## src/rtl/cache_ctrl.sv

```systemverilog
// Direct-mapped, one-byte-per-line cache controller with write-through to main memory.
// Read hits complete combinationally in IDLE; misses and all writes go to main memory
// for MEM_WAIT cycles, followed by a one-cycle DONE.
// Optional feature: define CACHE_CTRL_STATS_EN to add saturating read hit/miss counters.
module cache_ctrl #(
    parameter int unsigned MEM_WAIT = 2,
    parameter int unsigned LINES    = 16
) (
    input  logic        clk,
    input  logic        rst,
    input  logic        cpu_rd,
    input  logic        cpu_wr,
    input  logic [7:0]  cpu_addr,
    input  logic [7:0]  cpu_wdata,
    output logic [7:0]  cpu_rdata,
    output logic        cpu_stall,
    output logic        MMRead,
    output logic        MMWrite,
    output logic [7:0]  ABUS,
    output logic [7:0]  CachetoMem,
    input  logic [7:0]  MemtoCache
`ifdef CACHE_CTRL_STATS_EN
    ,
    output logic [15:0] hit_cnt,
    output logic [15:0] miss_cnt
`endif
);
    localparam int unsigned IDX_W = $clog2(LINES);
    localparam int unsigned TAG_W = 8 - IDX_W;
    localparam logic [3:0]  LAST  = 4'(MEM_WAIT - 1);

    typedef enum logic [1:0] {IDLE, RD_MEM, WR_MEM, DONE} state_e;

    state_e           state_q, state_d;
    logic [3:0]       cnt_q, cnt_d;
    logic [LINES-1:0] valid_q;
    logic [TAG_W-1:0] tag_q  [LINES];
    logic [7:0]       data_q [LINES];

    logic [IDX_W-1:0] req_idx, acc_idx, rd_idx, line_idx;
    logic [TAG_W-1:0] req_tag;
    logic             req_hit;
    logic             line_we, line_fill;
    logic [7:0]       line_wdata;
    logic             mm_read_d, mm_write_d;
    logic [7:0]       abus_d, c2m_d;

    assign req_idx = cpu_addr[IDX_W-1:0];
    assign req_tag = cpu_addr[7:IDX_W];
    // ABUS holds the address of the access in flight, so it also indexes the line afterwards.
    assign acc_idx = ABUS[IDX_W-1:0];
    assign req_hit = valid_q[req_idx] && (tag_q[req_idx] == req_tag);

    // Next-state, memory-strobe next values, line write control and CPU-facing outputs.
    always_comb begin
        state_d    = state_q;
        cnt_d      = cnt_q;
        mm_read_d  = MMRead;
        mm_write_d = MMWrite;
        abus_d     = ABUS;
        c2m_d      = CachetoMem;
        cpu_stall  = 1'b0;
        rd_idx     = req_idx;
        line_we    = 1'b0;
        line_fill  = 1'b0;
        line_idx   = req_idx;
        line_wdata = cpu_wdata;
        unique case (state_q)
            IDLE: begin
                // Write takes priority over a simultaneous read.
                if (cpu_wr) begin
                    cpu_stall  = 1'b1;
                    state_d    = WR_MEM;
                    mm_write_d = 1'b1;
                    abus_d     = cpu_addr;
                    c2m_d      = cpu_wdata;
                    line_we    = req_hit;
                end else if (cpu_rd && !req_hit) begin
                    cpu_stall = 1'b1;
                    state_d   = RD_MEM;
                    mm_read_d = 1'b1;
                    abus_d    = cpu_addr;
                end
            end
            RD_MEM: begin
                cpu_stall = 1'b1;
                rd_idx    = acc_idx;
                if (cnt_q == LAST) begin
                    cnt_d      = 4'd0;
                    mm_read_d  = 1'b0;
                    state_d    = DONE;
                    line_we    = 1'b1;
                    line_fill  = 1'b1;
                    line_idx   = acc_idx;
                    line_wdata = MemtoCache;
                end else begin
                    cnt_d = cnt_q + 4'd1;
                end
            end
            WR_MEM: begin
                cpu_stall = 1'b1;
                rd_idx    = acc_idx;
                if (cnt_q == LAST) begin
                    cnt_d      = 4'd0;
                    mm_write_d = 1'b0;
                    state_d    = DONE;
                end else begin
                    cnt_d = cnt_q + 4'd1;
                end
            end
            DONE: begin
                rd_idx  = acc_idx;
                state_d = IDLE;
            end
            default: state_d = IDLE;
        endcase
        cpu_rdata = data_q[rd_idx];
        // CPU-facing outputs read as zero for as long as reset is held.
        if (rst) begin
            cpu_stall = 1'b0;
            cpu_rdata = 8'h00;
        end
    end

    // State, wait counter and registered main-memory interface.
    always_ff @(posedge clk or posedge rst) begin
        if (rst) begin
            state_q    <= IDLE;
            cnt_q      <= 4'd0;
            MMRead     <= 1'b0;
            MMWrite    <= 1'b0;
            ABUS       <= 8'h00;
            CachetoMem <= 8'h00;
        end else begin
            state_q    <= state_d;
            cnt_q      <= cnt_d;
            MMRead     <= mm_read_d;
            MMWrite    <= mm_write_d;
            ABUS       <= abus_d;
            CachetoMem <= c2m_d;
        end
    end

    // Line storage: fills set valid and tag; write hits update data only.
    always_ff @(posedge clk or posedge rst) begin
        if (rst) begin
            valid_q <= '0;
            for (int i = 0; i < int'(LINES); i++) begin
                tag_q[i]  <= '0;
                data_q[i] <= 8'h00;
            end
        end else if (line_we) begin
            data_q[line_idx] <= line_wdata;
            if (line_fill) begin
                valid_q[line_idx] <= 1'b1;
                tag_q[line_idx]   <= ABUS[7:IDX_W];
            end
        end
    end

`ifdef CACHE_CTRL_STATS_EN
    logic rd_accept;
    assign rd_accept = (state_q == IDLE) && cpu_rd && !cpu_wr;

    // Saturating counters of read requests accepted in IDLE.
    always_ff @(posedge clk or posedge rst) begin
        if (rst) begin
            hit_cnt  <= 16'h0000;
            miss_cnt <= 16'h0000;
        end else if (rd_accept) begin
            if (req_hit && hit_cnt != 16'hFFFF) begin
                hit_cnt <= hit_cnt + 16'h0001;
            end
            if (!req_hit && miss_cnt != 16'hFFFF) begin
                miss_cnt <= miss_cnt + 16'h0001;
            end
        end
    end
`endif

endmodule
```

## config.mk

```make
export PLATFORM = sky130hd
export DESIGN_NAME = cache_ctrl
export DESIGN_NICKNAME = d
export VERILOG_FILES = /design/src/rtl/cache_ctrl.sv
export SDC_FILE = /design/constraint.sdc
export NUM_CORES = 1
export LEC_CHECK = 0
export CELL_PAD_IN_SITES_DETAIL_PLACEMENT = 0
export CELL_PAD_IN_SITES_GLOBAL_PLACEMENT = 1
export CORE_MARGIN = 2
export CORE_UTILIZATION = 25
export CTS_CLUSTER_DIAMETER = 30
export DETAILED_ROUTE_END_ITERATION = 10
export DONT_BUFFER_PORTS = 1
export PLACE_DENSITY = 0.5
export REMOVE_ABC_BUFFERS = 1
export SYNTH_ARGS = -nofsm -noshare
export SYNTH_HDL_FRONTEND = slang
export SYNTH_SLANG_ARGS = --single-unit
```

## constraint.sdc

```tcl
create_clock -name clk -period 13.24 [get_ports clk]
set_input_delay 3.972 -clock clk [delete_from_list [all_inputs] [get_ports clk]]
set_output_delay 3.972 -clock clk [all_outputs]
set_load 0.02 [all_outputs]
```

==> results by group <==
Power
  – Lkg Pwr: 6.18 nW
  – Pwr Density: 266 nW/µm²
  – VDD IR max: 0.0926 mV

GRT
  – Total gr overflow: 0
  – Initial antenna violation count: 1
  – Busiest grt layer: met2
  – GRT met3 Usage: about 3.5%
  – Met1 usage: 19.8%
  – First-pass GRT wire length: approximately 56,000 µm
  – Total GRT Usage: 15.1%
  – Met2 usage: 24.3%
  – Largest net degree at the start of global routing: 106
  – Vias in the first global route: 8,418

STA
  – Relative slew slack: between 30% and 40%
  – Worst setup margin: about 2.6 ns
  – Final TNS setup: 0 ns
  – Fin crit period: roughly 11 ns
  – Worst Tran Pin Value: 0.939 ns
  – Final Hold Viols: 0
  – Clock skew: 0.0220 ns
  – Peak Freq: 93.7 MHz
  – RSZ-0062 raised after global routing: no
  – Worst hold slack: 0.461 ns
  – Setup violators final: 0
  – Fin. max-slew vios: 0
  – Period utilisation layout: 80.6%

Floorplan
  – Row count: 80
  – Initial Utilization: roughly a quarter
  – Die H: 223 µm
  – Die W: approximately 220 µm
  – Core Area: 47,500 µm²
  – Die area: 49,800 µm²
  – # IOs: 55

Worst setup path
  – R2R depth: 7
  – Startpoint Class: input pin
  – Critical Path End Type: output port
  – CP max stage delay: 0.76 ns
  – Critical Path AT: ~6.7 ns
  – CP required: 9.27 ns
  – Reg2Reg Setup Slack: 9.32 ns
  – WS Path Type: input pin to output port
  – FF-to-FF End: data_q[115]
  – Critical Path Fanout Max: 24
  – Sequence of cells on the critical path: mux4_2 > xnor2_1 > a32oi_1 > a2111oi_4 > a31oi_1 > o21ai_2 > a211oi_1
  – Crit-path slowest cell: a211oi_1
  – Reg-to-reg startpoint: state_q[0]

Detailed routing
  – Antenna viol nets, final: 0
  – Vias after detailed routing: 8,084
  – Residual DRC: 0
  – Via density: between 4 and 5
  – Initial DRC count: 393
  – Wire per inst: 22.5 µm
  – Detailed-router iteration count before antenna repair: 4
  – DRT Wirelength: 36,500 µm

Placement
  – Dpl ws: 2.47 ns
  – Detailed Place HPWL: roughly 21,000 µm
  – PortBufs: 0
  – GPL Wtd Cong: 0.709
  – Area post-placement: 12,700 µm²

Final layout
  – Most frequent cells in the layout: dfrtp_1, mux2_2, nand3_1, clkbuf_16, mux4_2
  – Share of cells above drive strength 1: 39.3%
  – Layout area overhead: 25.4%
  – Final core utilization: 31.7%
  – Diodes inserted: 0
  – Final nets: slightly below 1,000
  – Final Cell Area: approximately 15,000 µm²
  – Commonest non-fill, non-tap cell in the layout: dfrtp_1

Yosys
  – Synthesized flop and latch total: between 200 and 250
  – Async set-or-reset flop fraction in the synthesized netlist: 100%
  – Post-Syn Instances: about 940
  – Warnings, synthesis: 0
  – Post-synth top flop: dfrtp_1
  – Post-synth cell types: 48
  – Sequential fraction of the synthesis area: 48.3%
  – Post-synth EDFFs: 0
  – Syn Std Cell Area: 12,000 µm²
  – Syn_area_per_cell: 12.8 µm²

Clocking
  – Hold buffers post-CTS: 0
  – Num CTS Buffers: 66
  – CTS max path bufs: 3
  – Clk sinks: 232
  – Worst-skew pair later-pin latency: 0.57 ns
  – Post-CTS Resized: 0
  – Reg clk slew, reported paths: 0.05 ns
  – CTS tree: yes
  – Htree depth: 3
  – Root cell of the clock tree: clkbuf_16
  – Number of post-CTS setup repair buffers: 0

Hold path
  – Hold depth: 1
  – Worst Hold End: valid_q[8]
  – Worst min-delay path category: flop to flop
  – Worst Hold Launch: valid_q[8]

Status
  – Status: finished clean

Job
  – Max cap viols: 0
## sequential cells by signal, summed over array words and instances, names as in the netlist
name and count:
MMRead 1, tag_q 64, state_q 2, CachetoMem 8
ABUS 8, valid_q 16, MMWrite 1, data_q 128
cnt_q 4
## cell usage after synthesis (all sizes together), types with 2 or more instances
library cell	number	area share, %
and2	4	0.21
xnor2	8	0.71
o21ai	10	0.45
a21oi	12	1.6
mux4	52	9.7
or2	10	0.52
mux2	176	16
or4b	2	0.17
nand3	71	3.0
nor2	17	0.53
a31oi	2	0.10
a211oi	45	2.8
nand2	44	1.4
ha	4	0.42
nand4	5	0.64
o211ai	34	2.1
nor3b	32	2.0
nor2b	13	0.68
clkbuf	65	2.0
a221oi	5	0.36
a22oi	2	0.12
buf	11	0.52
nand2b	8	0.42
dfrtp	232	48
nor3	30	1.2
inv	7	0.22
nor4b	2	0.15
mux2i	23	1.9
o21a	3	0.19
## layout make-up
type,instances,area (µm²)
Clock buffer,86,1850
Clock inverter,33,518
Fill cell,4690,32500
Inverter,7,33.8
Multi-Input combinational cell,626,5930
Sequential cell,232,5810
Tap cell,615,769
Timing Repair Buffer,22,165
## logic make-up (layout without fill, tap and decap cells)
family                     count (synthesis)  in the layout  share of synthesized area [%]
and+or+nand+nor                          243            243                           11.2
AOI/OAI and AO/OA                        119            119                           8.38
DFF                                      232            232                           48.3
xor gates and xnor gates                   9              9                          0.781
adders and majority gates                  4              4                          0.417
buffers and inverters                     83            148                           2.77
muxes                                    251            251                           28.2
## through the flow
stage,std cells,power (mW)
CTS,1621,4.07
detailed placement,1502,2.35
global placement,1502,2.34
floorplan,865,1.98
finish,1621,4.00
global route,1621,4.22
## layer usage
| metal | up-vias | part of all wire, % |
|---|---|---|
| met4 | 2 | 2.2 |
| met2 | 162 | 47 |
| met1 | 4250 | 46 |
| met5 | - | 0.022 |
| li1 | 3605 | - |
| met3 | 65 | 4.8 |
## where the power goes
group	switching (mW)	internal (mW)
combinational	0.623	0.562
sequential	0.174	0.960
clock	0.472	1.21
total	1.27	2.73
## worst max path at each step
stage	from	to	slack [ns]	cells after the start
floorplan	cpu_addr[0]	cpu_rdata[0]	1.08	5
global placement	cpu_addr[0]	cpu_stall	2.50	7
detailed placement	cpu_addr[0]	cpu_stall	2.47	7
CTS	cpu_addr[0]	cpu_stall	2.44	7
global route	cpu_addr[0]	cpu_stall	2.36	7
finish	cpu_addr[0]	cpu_stall	2.57	7
## worst max-delay path: cells and delay by family
kind | cells | cell delay, ns
compound gates | 5 | 2.08
mux | 1 | 0.48
xor+xnor | 1 | 0.14
Note: power is estimated with default switching activity, not from simulation.
